===== src/rtl/gpio_bus_pkg.sv =====
// Shared definitions for the GPIO bus initiator: op/status codes, register map, FSM states.
package gpio_bus_pkg;

  localparam logic [1:0] OP_READ    = 2'b00;
  localparam logic [1:0] OP_WRITE   = 2'b01;
  localparam logic [1:0] OP_POLL    = 2'b10;
  localparam logic [1:0] OP_ILLEGAL = 2'b11;

  localparam logic [1:0] ST_OK      = 2'b00;
  localparam logic [1:0] ST_TIMEOUT = 2'b01;
  localparam logic [1:0] ST_ILLEGAL = 2'b10;

  localparam logic [1:0] ADDR_GPI1 = 2'd0;
  localparam logic [1:0] ADDR_GPI2 = 2'd1;
  localparam logic [1:0] ADDR_GPO1 = 2'd2;
  localparam logic [1:0] ADDR_GPO2 = 2'd3;

  typedef enum logic [1:0] {StIdle, StIssue, StGap, StResp} state_e;

endpackage


===== src/rtl/gpio_poll_timer.sv =====
// Gap and attempt counters used to pace and bound poll sequences.
module gpio_poll_timer #(
  parameter int unsigned POLL_GAP = 4,
  parameter int unsigned POLL_MAX = 16
) (
  input  logic clk,
  input  logic rst,
  input  logic start,
  input  logic issue_done,
  input  logic gap_active,
  output logic gap_done,
  output logic attempts_exhausted
);

  localparam int unsigned AW = $clog2(POLL_MAX + 1);
  localparam int unsigned GW = (POLL_GAP > 0) ? $clog2(POLL_GAP + 1) : 1;
  localparam logic [GW-1:0] GapLast = GW'((POLL_GAP > 0) ? POLL_GAP - 1 : 0);
  localparam logic [AW-1:0] AttLast = AW'(POLL_MAX - 1);

  logic [AW-1:0] attempts_q;
  logic [GW-1:0] gap_q;

  always_ff @(posedge clk or posedge rst) begin
    if (rst) begin
      attempts_q <= '0;
      gap_q      <= '0;
    end else if (start) begin
      attempts_q <= '0;
      gap_q      <= '0;
    end else if (issue_done) begin
      attempts_q <= attempts_q + 1'b1;
      gap_q      <= '0;
    end else if (gap_active) begin
      gap_q <= gap_q + 1'b1;
    end
  end

  assign gap_done = (gap_q == GapLast);
  // Flags that the read currently being issued is the last one allowed.
  assign attempts_exhausted = (attempts_q == AttLast);

endmodule


===== src/rtl/gpio_bus_master.sv =====
// Bus initiator for the GPIO register map: single reads/writes and poll-until-match.
module gpio_bus_master
  import gpio_bus_pkg::*;
#(
  parameter int unsigned WIDTH    = 32,
  parameter int unsigned POLL_GAP = 4,
  parameter int unsigned POLL_MAX = 16
) (
  input  logic             clk,
  input  logic             rst,
  input  logic             cmd_valid,
  output logic             cmd_ready,
  input  logic [1:0]       cmd_op,
  input  logic [1:0]       cmd_addr,
  input  logic [WIDTH-1:0] cmd_wdata,
  input  logic [WIDTH-1:0] cmd_mask,
  output logic             rsp_valid,
  input  logic             rsp_ready,
  output logic [WIDTH-1:0] rsp_data,
  output logic [1:0]       rsp_status,
  output logic             bus_we,
  output logic [1:0]       bus_a,
  output logic [WIDTH-1:0] bus_wd,
  input  logic [WIDTH-1:0] bus_rd
);

  state_e           state_q;
  logic [1:0]       op_q;
  logic [WIDTH-1:0] wdata_q;
  logic [WIDTH-1:0] mask_q;
  logic             gap_done;
  logic             attempts_exhausted;
  logic             poll_match;

  assign cmd_ready  = (state_q == StIdle);
  assign poll_match = ((bus_rd ^ wdata_q) & mask_q) == '0;

  gpio_poll_timer #(
    .POLL_GAP (POLL_GAP),
    .POLL_MAX (POLL_MAX)
  ) u_timer (
    .clk                (clk),
    .rst                (rst),
    .start              (cmd_valid && cmd_ready),
    .issue_done         ((state_q == StIssue) && (op_q == OP_POLL)),
    .gap_active         (state_q == StGap),
    .gap_done           (gap_done),
    .attempts_exhausted (attempts_exhausted)
  );

  always_ff @(posedge clk or posedge rst) begin
    if (rst) begin
      state_q    <= StIdle;
      op_q       <= OP_READ;
      wdata_q    <= '0;
      mask_q     <= '0;
      bus_we     <= 1'b0;
      bus_a      <= '0;
      bus_wd     <= '0;
      rsp_valid  <= 1'b0;
      rsp_data   <= '0;
      rsp_status <= ST_OK;
    end else begin
      unique case (state_q)
        StIdle: begin
          if (cmd_valid) begin
            op_q    <= cmd_op;
            wdata_q <= cmd_wdata;
            mask_q  <= cmd_mask;
            if (cmd_op == OP_ILLEGAL) begin
              // Rejected without touching the bus.
              state_q    <= StResp;
              rsp_valid  <= 1'b1;
              rsp_data   <= '0;
              rsp_status <= ST_ILLEGAL;
            end else begin
              state_q <= StIssue;
              bus_a   <= cmd_addr;
              bus_wd  <= cmd_wdata;
              bus_we  <= (cmd_op == OP_WRITE);
            end
          end
        end
        StIssue: begin
          bus_we <= 1'b0;
          if (op_q == OP_POLL) begin
            rsp_data <= bus_rd;
            if (poll_match) begin
              state_q    <= StResp;
              rsp_valid  <= 1'b1;
              rsp_status <= ST_OK;
            end else if (attempts_exhausted) begin
              state_q    <= StResp;
              rsp_valid  <= 1'b1;
              rsp_status <= ST_TIMEOUT;
            end else if (POLL_GAP == 0) begin
              state_q <= StIssue;
            end else begin
              state_q <= StGap;
            end
          end else begin
            state_q    <= StResp;
            rsp_valid  <= 1'b1;
            rsp_status <= ST_OK;
            rsp_data   <= (op_q == OP_WRITE) ? '0 : bus_rd;
          end
        end
        StGap: begin
          if (gap_done) state_q <= StIssue;
        end
        StResp: begin
          if (rsp_ready) begin
            state_q   <= StIdle;
            rsp_valid <= 1'b0;
          end
        end
        default: state_q <= StIdle;
      endcase
    end
  end

endmodule


===== config.mk =====
export PLATFORM = sky130hd
export DESIGN_NAME = gpio_bus_master
export DESIGN_NICKNAME = d
export VERILOG_FILES = /design/src/rtl/gpio_bus_pkg.sv /design/src/rtl/gpio_poll_timer.sv /design/src/rtl/gpio_bus_master.sv
export SDC_FILE = /design/constraint.sdc
export NUM_CORES = 1
export LEC_CHECK = 0
export ABC_AREA = 1
export BUFFER_PORTS_ARGS = -buffer_cell sky130_fd_sc_hd__buf_4
export CORE_MARGIN = 3
export CORE_UTILIZATION = 47
export DETAILED_ROUTE_END_ITERATION = 12
export PLACE_DENSITY = 0.76
export SLEW_MARGIN = 20
export SYNTH_ARGS = -nofsm -noshare
export SYNTH_HDL_FRONTEND = slang
export SYNTH_SLANG_ARGS = --single-unit

===== constraint.sdc =====
create_clock -name clk -period 4 [get_ports clk]
set_input_delay 0 -clock clk [delete_from_list [all_inputs] [get_ports clk]]
set_output_delay 0 -clock clk [all_outputs]
set_load 0.05 [all_outputs]

### After elaboration in Yosys (flattened, before gate mapping)

Index checks and enable logic that the tools add are counted.
Widths: inputs -> output; s select.

| storage, ports and cells | value |
|---|---|
| flip-flop bits (word level) | 146 |
| output and inout port bits | 71 |

| cells by class | value |
|---|---|
| $add $sub $neg | 2 |
| equal/unequal tests | 15 |
| muxes and demuxes | 34 |
| bitwise logic cells | 3 |
| reductions and logical operators | 15 |

Operators with widths:

| cell | count |
|---|---|
| $mux 32 | 4 |
| $pmux 32 s2 | 1 |
| $and 32x32->32 | 1 |
| $logic_not 32->1 | 1 |
| $xor 32x32->32 | 1 |
| $mux 2 | 10 |
| $reduce_and 3->1 | 4 |
| $mux 1 | 10 |
| $mux 5 | 2 |
| $mux 3 | 3 |
| $eq 2x2->1 const B | 4 |
| $ne 2x2->1 const B | 4 |
| $pmux 2 s4 | 1 |
| $eq 2x1->1 const B | 3 |
| $reduce_bool 3->1 | 2 |
| $add 5x1->5 const B | 1 |
| $eq 5x4->1 const B | 1 |
| $reduce_and 5->1 | 1 |
| $ne 4x4->1 const B | 1 |
| $pmux 2 s2 | 1 |
| $reduce_and 4->1 | 1 |
| $reduce_bool 2->1 | 2 |
| $add 3x1->3 const B | 1 |
| $eq 3x2->1 const B | 1 |
| other kinds (7) | 8 |

### Longest topological paths before layout

Gate-level depths: netlist (run 1).

| logic depth | value |
|---|---|
| word-level depth | 6 |
| mapped depth | 12 |

### Hierarchy

Synthesis (run 1) repeated with hierarchy kept, for this count alone.

| second synthesis, totals | value |
|---|---|
| cell total of the unflattened synthesis | 784 |
| area, all modules | 6,342.3 um^2 |

Modules (own cells, without submodules):

| module | instances | cells an instance | area each (um^2) | sequential area each (um^2) |
|---|---|---|---|---|
| gpio_bus_master | 1 | 736 | 5,935.7 | 3,453.3 |
| gpio_poll_timer | 1 | 48 | 406.6 | 200.2 |

### Worst setup path after synthesis (run 1)

Ideal clock, no wire load.

| path | value |
|---|---|
| path kind | reg-to-reg |
| start | register state_q[1] |
| end | register bus_a[1] |
| library setup time | 0.119 ns |
| data arrival time | 1.482 ns |
| required time | 3.881 ns |
| setup slack | 2.399 ns |
| stages on the path, launching flop included | 9 |
| buffers on the path | 2 |
| clock period less this slack | 1.601 ns |
| cell sequence | dfrtp_1 -> buf_6 -> nor2_4 -> nand2_1 -> nor2_4 -> inv_2 -> buf_6 -> nand2_1 -> nand2_1 |

| between the ends | value |
|---|---|
| cells in the longest elaborated chain, start to end | 2 |

Ends and longest elaborated chain:

| item | RTL line | text |
|---|---|---|
| from (decl) | gpio_bus_master.sv:27 | `state_e state_q;` |
| from (signal assigned) | gpio_bus_master.sv:53 | `state_q <= StIdle;` |
| from (signal assigned) | gpio_bus_master.sv:72 | `state_q <= StResp;` |
| from (signal assigned) | gpio_bus_master.sv:77 | `state_q <= StIssue;` |
| $logic_not 2->1 | n/a |  |
| named net cmd_ready | gpio_bus_master.sv:12 | `output logic cmd_ready,` |
| $reduce_and 3->1 (no source line) | n/a |  |
| to (signal assigned) | gpio_bus_master.sv:78 | `bus_a <= cmd_addr;` |
| to (decl) | gpio_bus_master.sv:22 | `output logic [1:0] bus_a,` |

The timed path passes the listed nets, and every way through them passes these cells.
A chain may end at the register's enable or synchronous reset.

### Worst setup path after layout (run 1)

| path | value |
|---|---|
| start | register state_q[1] |
| end | register wdata_q[18] |

| between the ends | value |
|---|---|
| cells in the longest elaborated chain, start to end | 2 |

Ends and longest elaborated chain:

| item | RTL line | text |
|---|---|---|
| $logic_not 2->1 | gpio_bus_master.sv:64 | `unique case (state_q)` |
| $reduce_and 2->1 (no source line) | n/a |  |
| to (signal assigned) | gpio_bus_master.sv:68 | `wdata_q <= cmd_wdata;` |
| to (decl) | gpio_bus_master.sv:29 | `logic [WIDTH-1:0] wdata_q;` |

No other way between the ends.

==> results of run 1 <==
==> critical path: stages (launching register included) <==
cell	delay (ns)
dfrtp_1	0.50
nor2_4	0.18
inv_2	0.06
nor2_4	0.09
buf_4	0.68
nand2_1	0.15
o21ai_0	0.13
==> cell usage after synthesis <==
cell and n:
nor2_2 2, dfrtp_1 146, buf_6 7, nand2_1 370
inv_1 79, inv_4 1, a31oi_1 1, o22ai_1 1
nor3_1 1, o211ai_1 1, buf_2 9, nor2_4 5
nor2_1 13, clkbuf_1 8, o21ai_1 14, a21oi_1 4
nand4_1 3, nand3_1 38, nand3b_1 1, inv_2 4
buf_4 3, ha_1 4, xor2_1 1, o21ai_0 61
==> how the worst max path moves through the flow <==
stage	from	endpoint	cells past startpoint
floorplan	rst	bus_a[0]	1
global placement	state_q[1]	wdata_q[19]	5
detailed placement	state_q[1]	wdata_q[15]	5
CTS	state_q[1]	wdata_q[30]	5
global route	state_q[1]	wdata_q[9]	6
finish	state_q[1]	wdata_q[18]	6
==> power by group through the flow <==
| stage | registers, mW | clock network [mW] | logic [mW] |
|---|---|---|---|
| 2_1_floorplan | 3.39 | 0 | 1.25 |
| 3_3_place_gp | 2.48 | 0 | 3.00 |
| 3_5_place_dp | 2.50 | 0 | 3.07 |
| 4_1_cts | 2.49 | 1.65 | 3.16 |
| 5_1_grt | 2.57 | 1.71 | 3.45 |
| 6_report | 2.50 | 1.64 | 3.16 |
==> state kept, by name, summed over array words and instances, names as in the netlist <==
name,count
wdata_q,32
u_timer.attempts_q,5
rsp_status,2
rsp_data,32
state_q,2
op_q,2
bus_a,2
u_timer.gap_q,3
rsp_valid,1
mask_q,32
bus_we,1
bus_wd,32
==> layout make-up <==
cell class	count	share of cell area, %
Inverter	84	3.44
Clock inverter	4	1.01
Sequential cell	146	39.0
Clock buffer	27	5.47
Antenna cell	2	0.0534
Tap cell	172	2.30
Multi-Input combinational cell	520	23.6
Timing Repair Buffer	280	25.1
==> placed cells by master, fill, tap and decap left out, types with 2 or more instances in the layout <==
cell type / count
a21oi_1: 4
buf_4: 178
bufinv_16: 3
clkbuf_1: 5
clkbuf_16: 17
clkbuf_8: 5
dfrtp_1: 146
diode_2: 2
dlygate4sd3_1: 102
ha_1: 4
inv_1: 78
inv_2: 4
nand2_1: 370
nand3_1: 38
nand4_1: 3
nor2_1: 13
nor2_2: 2
nor2_4: 5
o21ai_0: 60
o21ai_1: 14
==> logic make-up (layout without fill, tap and decap cells) <==
family          after synthesis  in the layout
simple gates                433            433
flops                       146            146
buf+inv                     111            395
compound gates               82             82
fa+ha+maj                     4              4
xor+xnor                      1              1
other cells                   0              2
==> per-layer routing <==
| metal | wire, um | part of all wire (%) | vias to the layer above |
|---|---|---|---|
| li1 | - | - | 2931 |
| met4 | 327 | 1.7 | 0 |
| met2 | 9440 | 50 | 194 |
| met5 | 0 | 0 | - |
| met1 | 7960 | 43 | 2794 |
| met3 | 973 | 5.2 | 23 |
==> metrics by stage <==
stage	instance area [um^2]	hold WS (ns)	setup slack, ns	utilization, %
floorplan	6350	0.117	0.0770	-
global placement	7740	0.200	2.20	59.9
detailed placement	7740	0.207	2.10	59.9
CTS	9370	0.102	2.08	72.5
global route	9370	0.198	1.86	72.5
finish	9380	0.123	2.04	72.5
==> out/metrics.yaml, run 1 <==
synth_compound_area_share_pct: 6.54
path_clk_slew_ns: 0.06
routed_wl_mm: 18.7
hpwl_mm: 11.5
synth_mux_area_share_pct: 0
arrival_ns: 2.28
clkLatencyLatePin_ns: 0.42
cts_resized: 0
p_per_area_nw_per_um2: 778
cts-root-buf: "clkbuf_16"
clockBufferDepth: 2
rsz0062_at_grt: "false"
worst_pin_slew_ns: 1.00
grt_pass1_wl_mm: 29.4
drtPass1Iterations: 6
p_leak_nw: 5.00
min_period_ns: 1.96
regArea_um2: 3650
yosys.area.top_type: "dfrtp_1"
hp-start: "cmd_valid"
crit_required_ns: 4.33
syn_avg_cell_area_um2: 8.17
swShare_pct: 43.1
gr-usage-met1_pct: 32.2
setup_viol: 0
route.detailed.drc: 0
crit_type: "reg -> reg"
post-route-period-util_pct: 48.9
ant_nets: 0
p_comb_share_pct: 43.3
synth_fp_nets: 885
post_cts_buffers: 0
status: "finished, final reports clean"
met2_usage_pct: 44.1
finalSetupTns_ns: 0
clock-sinks: 146
fin_nets: 1157
r2r_cells: 6
multi_input_area_um2: 2210
grt_antenna_before_repair: 1
coreArea_um2: 12900
synth_top_family_by_area: "simple AND/OR/NAND/NOR gates"
rows: 41
cts_buffers: 17
area_delta_synth_final_pct: 47.6
crit_path_start_kind: "flip-flop"
place_congestion: 0.822
fin_skew_ns: 0.00641
fin_cells: 1235
grt_max_degree: 99
synthDistinctLibCells: 24
p_switching_mw: 3.14
netlist_top_cells_area: "dfrtp_1, nand2_1, o21ai_0"
busiest_layer: "met2"
wire_per_inst_um: 15.1
maxCapViolCount: 0
yosys.area_share.adder_pct: 0.788
synth-seq-cells: 146
grt_pass1_vias: 6023
yosysSeqAreaShare_pct: 57.5
pwr-share-clk_pct: 22.4
die_y_um: 122
dp.cells: 1100
die_w_um: 122
synth-simple-area-share_pct: 27.2
worst_setup_path_end_kind: "flip-flop"
synthCells: 777
cts_tree: "built"
io_pins: 175
die_area_um2: 14900
h-tree-depth: 4
viasPerCell: 4.81
hold_buffers: 102
holdPathEnd: "rsp_valid"
critPathMaxFanout: 98
drtIter0Drc: 475
drive_above_1_share_pct: 20.5
track_usage_pct: 25.6
min_delay_path_depth: 8
num_vias: 5942
nFillCells: 937
grt_util_met3_pct: 5.58
min_path_type: "in -> reg"
intPower_mw: 4.15
peakVddDrop_mv: 0.423
gr-total-overflow: 0
slew_viol_final: 0
finalHoldViolCount: 0
syn-cell-area_um2: 6350
max_freq_mhz: 511
numPortBuffers: 174
rrSetupSlack_ns: 2.04
yosys_warnings: 0
r2r_end: "wdata_q[18]"
reg2reg_from: "state_q[1]"
slew_headroom_pct: 33.0
yosysTopAreaCellShare_pct: 57.5
initial_core_util_pct: 49.1
seq_power_share_pct: 34.3
synth-xor-area-share_pct: 0.138
finalPower_mw: 7.29
Power figures use the tool's default switching activity.
==> inputs of run 2 (changes only) <==
==> constraint.sdc (replaced) <==
create_clock -name clk -period 1.7 [get_ports clk]
set_input_delay 0 -clock clk [delete_from_list [all_inputs] [get_ports clk]]
set_output_delay 0 -clock clk [all_outputs]
set_load 0.05 [all_outputs]
==> run 2 against run 1 <==
Against the previous run: routed wire length increased by 5.7%; largest cell class unchanged; maximum frequency rose by 28%; hold slack got worse by 0.0032 ns; worst setup slack worse by 1.9 ns; clock power is 120% higher; die area unchanged; via count is 3.5% higher; critical path type unchanged.
==> out/metrics.yaml, run 2 (synthesis results as in run 1) <==
status: "finished, final reports clean"
antenna_cells: 0
drtIter0Drc: 506
finalHoldViolCount: 0
io_pins: 175
h-tree-depth: 4
drive_above_1_share_pct: 21.3
timing.final.ws_setup_ns: 0.175
cp-startpoint: "wdata_q[5]"
max_freq_mhz: 656
viasPerCell: 4.95
p_per_area_nw_per_um2: 1830
stdcell_area_um2: 9480
p_leak_nw: 5.05
critPathMaxFanout: 3
rrSetupSlack_ns: 0.18
die_w_um: 122
post-route-period-util_pct: 89.7
die_area_um2: 14900
crit_path_start_kind: "flip-flop"
route.detailed.drc: 0
finalPower_mw: 17.3
crit_type: "reg -> reg"
arrival_ns: 1.83
slew_headroom_pct: 66.2
fin_nets: 1165
worst_pin_slew_ns: 0.507
clock-sinks: 146
reg2reg_from: "wdata_q[5]"
wire_per_inst_um: 15.9
crit_required_ns: 2.01
cts_buffers: 17
min_path_type: "in -> reg"
place_ws_ns: 0.139
grt_pass1_vias: 6362
r2r_end: "rsp_status[0]"
hpwl_mm: 12.1
min_delay_path_depth: 5
num_vias: 6148
grt_pass1_wl_mm: 31.5
setup.worst_path.end: "rsp_status[0]"
gr-total-overflow: 0
coreArea_um2: 12900
track_usage_pct: 27.5
grt_antenna_before_repair: 0
final_common_cell: "nand2_1"
r2r_cells: 12
maxCapViolCount: 0
min_period_ns: 1.52
grt_max_degree: 94
numPortBuffers: 174
rows: 41
final_cell_mix: "nand2_1, buf_4, dfrtp_1"
clkLatencyLatePin_ns: 0.42
worst_setup_path_end_kind: "flip-flop"
setup_viol: 0
postPlaceCellArea_um2: 7880
path_clk_slew_ns: 0.06
peakVddDrop_mv: 0.995
clockBufferDepth: 2
slew_viol_final: 0
rsz0062_at_grt: "false"
drtPass1Iterations: 5
fin_util_pct: 73.3
die_y_um: 122
cts_tree: "built"
routed_wl_mm: 19.8
initial_core_util_pct: 49.1
place_congestion: 0.882
cts-root-buf: "clkbuf_16"
area_delta_synth_final_pct: 49.2
fin_skew_ns: 0.00598
ant_nets: 0
-- run 2: final cells by class --
type / instances / area [um^2]
well taps: 172 / 215
clock inverters: 4 / 45.0
multi-input cells: 520 / 2220
repair buffers: 288 / 2490
fillers: 967 / 3450
flip-flops and latches: 146 / 3650
clock buffers: 28 / 527
inverters: 84 / 324
-- run 2: layer usage --
| metal | wire length [um] | global-route usage (%) | share of wire (%) | vias to the layer above |
|---|---|---|---|---|
| met5 | 0 | 0 | 0 | - |
| met4 | 433 | 11.3 | 2.2 | 0 |
| met3 | 1090 | 5.12 | 5.5 | 38 |
| met2 | 10100 | 47.2 | 51 | 204 |
| met1 | 8180 | 34.4 | 41 | 2953 |
| li1 | - | - | - | 2953 |
-- run 2: worst min path at each step --
stage	startpoint	end	slack, ns
6_report	cmd_valid	bus_we	0.12
5_1_grt	cmd_valid	bus_we	0.16
4_1_cts	cmd_valid	rsp_valid	0.10
2_1_floorplan	cmd_mask[0]	mask_q[0]	0.12
3_3_place_gp	rst	bus_wd[29]	0.13
3_5_place_dp	rst	bus_wd[29]	0.14
-- run 2: critical path: stages, from the launching register on --
cell	delay, ns
dfrtp_1	0.37
inv_1	0.06
nand2_1	0.05
nand3_1	0.11
nand2_1	0.10
nor2_1	0.10
nand2_1	0.05
nor2_1	0.13
nand2_1	0.12
nand3_2	0.10
nand2_1	0.09
nand2_1	0.08
nand2_1	0.05
-- run 2: through the flow --
step	TNS, ns	hold WS (ns)	cells
2_1_floorplan	-19.42	0.117	777
3_3_place_gp	0	0.132	1108
3_5_place_dp	0	0.135	1108
4_1_cts	0	0.102	1242
5_1_grt	0	0.162	1242
6_report	0	0.120	1242
-- run 2: repair_timing --
action	4_1_cts	5_1_grt
endpoints found under the setup margin	0	5
endpoints found under the hold margin	281	0
hold buffers	102	0
resized for setup	0	3
buffers inserted	0	0
-- run 2: power by group --
| group | internal (mW) | switching, mW | total, mW | leakage (nW) |
|---|---|---|---|---|
| combinational | 2.47 | 5.31 | 7.78 | 2.92 |
| sequential | 4.99 | 0.912 | 5.90 | 1.85 |
| clock | 2.24 | 1.37 | 3.62 | 0.284 |
| total | 9.70 | 7.59 | 17.3 | 5.05 |
==> inputs of run 3 (changes only) <==
--- a/config.mk
+++ b/config.mk
@@ -7,6 +7,7 @@
 export LEC_CHECK = 0
 export ABC_AREA = 1
 export BUFFER_PORTS_ARGS = -buffer_cell sky130_fd_sc_hd__buf_4
+export CORE_ASPECT_RATIO = 2
 export CORE_MARGIN = 3
 export CORE_UTILIZATION = 47
 export DETAILED_ROUTE_END_ITERATION = 12
==> run 3 against run 2 <==
Against the previous run: design area fell by 0.28%; first-iteration DRC count shrank 29%; critical endpoint is now bus_wd[15]; critical path type unchanged; highest routed layer unchanged; largest power group unchanged; sequential share of layout area grew 0.11 points; register-to-register slack worse by 0.02 ns.
==> out/metrics.yaml, run 3 (synthesis results as in run 1) <==
clock-sinks: 146
hpwl_mm: 12.7
max_freq_mhz: 646
clkLatencyLatePin_ns: 0.42
stdcell_area_um2: 9450
met2_usage_pct: 47.1
grt_pass1_wl_mm: 30.7
fin_skew_ns: 0.0101
peakVddDrop_mv: 1.45
arrival_ns: 1.90
maxCapViolCount: 0
wire_per_inst_um: 15.9
gr-usage-met1_pct: 29.4
intPower_mw: 9.58
initial_core_util_pct: 48.3
ant_nets: 0
cts-root-buf: "clkbuf_16"
nFillCells: 957
p_leak_nw: 5.05
final_cell_mix: "nand2_1, buf_4, dfrtp_1"
drive_above_1_share_pct: 21.8
track_usage_pct: 26.9
path_clk_slew_ns: 0.06
slowest_stage: "inv_2"
setup_viol: 0
h-tree-depth: 4
grt_pass1_vias: 6301
grt_max_degree: 61
slew_viol_final: 0
p_comb_share_pct: 44.9
final_common_cell: "nand2_1"
rsz0062_at_grt: "false"
area_delta_synth_final_pct: 48.8
crit_path_frequent_cell: "nand2_1"
cts_tree: "built"
p_per_area_nw_per_um2: 1820
io_pins: 175
coreArea_um2: 13100
pwr-share-clk_pct: 21.0
clockBufferDepth: 2
path_cells: "nor2_4, nand2_1, nor2_4, inv_2, nand2_1, nand2_1"
viasPerCell: 5.02
status: "finished, final reports clean"
post_cts_buffers: 0
crit_path_start_kind: "flip-flop"
critPathMaxStageDelay_ns: 0.52
worst_setup_path_end_kind: "flip-flop"
busiest_layer: "met2"
die_w_um: 88.2
die_area_um2: 15000
route.detailed.drc: 0
worst_pin_slew_ns: 0.709
fin_nets: 1168
fin_cells: 1225
rows: 59
critPathMaxFanout: 34
min_period_ns: 1.55
drtPass1Iterations: 7
place_congestion: 0.830
grt_antenna_before_repair: 1
gr-total-overflow: 0
grt_util_met3_pct: 5.09
numPortBuffers: 174
num_vias: 6150
drtIter0Drc: 361
die_y_um: 170
seq_power_share_pct: 34.1
swShare_pct: 44.2
routed_wl_mm: 19.5
dp.cells: 1091
min_path_type: "in -> reg"
finalHoldViolCount: 0
slew_headroom_pct: 52.7
crit_type: "reg -> reg"
post-route-period-util_pct: 91.1
cts_buffers: 17
p_switching_mw: 7.60
crit_required_ns: 2.06
postPlaceCellArea_um2: 7850
-- run 3: cell type report --
cell class | instances | area, um^2 | area share, %
clock buffer | 18 | 429 | 4.54
multi-input combinational | 520 | 2210 | 23.4
timing repair buffer | 291 | 2500 | 26.5
inverter | 84 | 322 | 3.40
tap | 152 | 190 | 2.01
sequential | 146 | 3650 | 38.7
clock inverter | 13 | 139 | 1.47
antenna | 1 | 2.50 | 0.0265
-- run 3: routing by layer --
layer,share of wire (%),up-vias
li1,-,2957
met3,4.7,60
met5,0,-
met4,4.8,0
met2,55,237
met1,36,2896
-- run 3: final timing paths --
check	start	to	slack, ns	cells past startpoint
worst max-delay path	state_q[0]	bus_wd[15]	0.15	6
worst min-delay path	cmd_valid	rsp_valid	0.10	8
worst max register to register	state_q[0]	bus_wd[15]	0.15	6
worst min register to register	mask_q[27]	mask_q[27]	0.47	2
max in group asynchronous	rst	wdata_q[12]	0.85	4
min in group asynchronous	rst	rsp_data[21]	0.16	3
-- run 3: power by group through the flow --
stage / sequential (mW) / combinational [mW] / clock [mW]
after floorplan: 7.97 / 2.93 / 0
after global placement: 5.83 / 7.32 / 0
after detailed placement: 5.85 / 7.46 / 0
after CTS: 5.82 / 7.68 / 3.66
after global routing: 6.02 / 8.38 / 3.82
final: 5.85 / 7.72 / 3.61
-- run 3: metrics by stage --
stage | hold slack, ns | setup TNS [ns] | total power [mW] | utilization (%) | worst slack, ns
after CTS | 0.0863 | 0 | 17.2 | 71.9 | 0.142
after detailed placement | 0.0481 | 0 | 13.3 | 59.8 | 0.163
after global placement | 0.0431 | 0 | 13.1 | 59.8 | 0.205
after global routing | 0.146 | 0 | 18.2 | 71.9 | 0.0114
final | 0.104 | 0 | 17.2 | 71.9 | 0.151
after floorplan | 0.117 | -19.42 | 10.9 | - | -0.133
-- run 3: what timing repair did --
action,in CTS,in global routing
endpoints found under the hold margin,221,0
gates resized for setup,0,1
setup endpoints to repair,0,2
hold buffers,102,0
-- run 3: worst max-delay path: cells and delay by family (launching register included) --
family	cells	cell delay, ns
flip-flops	1	0.45
AND/OR/NAND/NOR	5	0.50
buffers and inverters	1	0.52
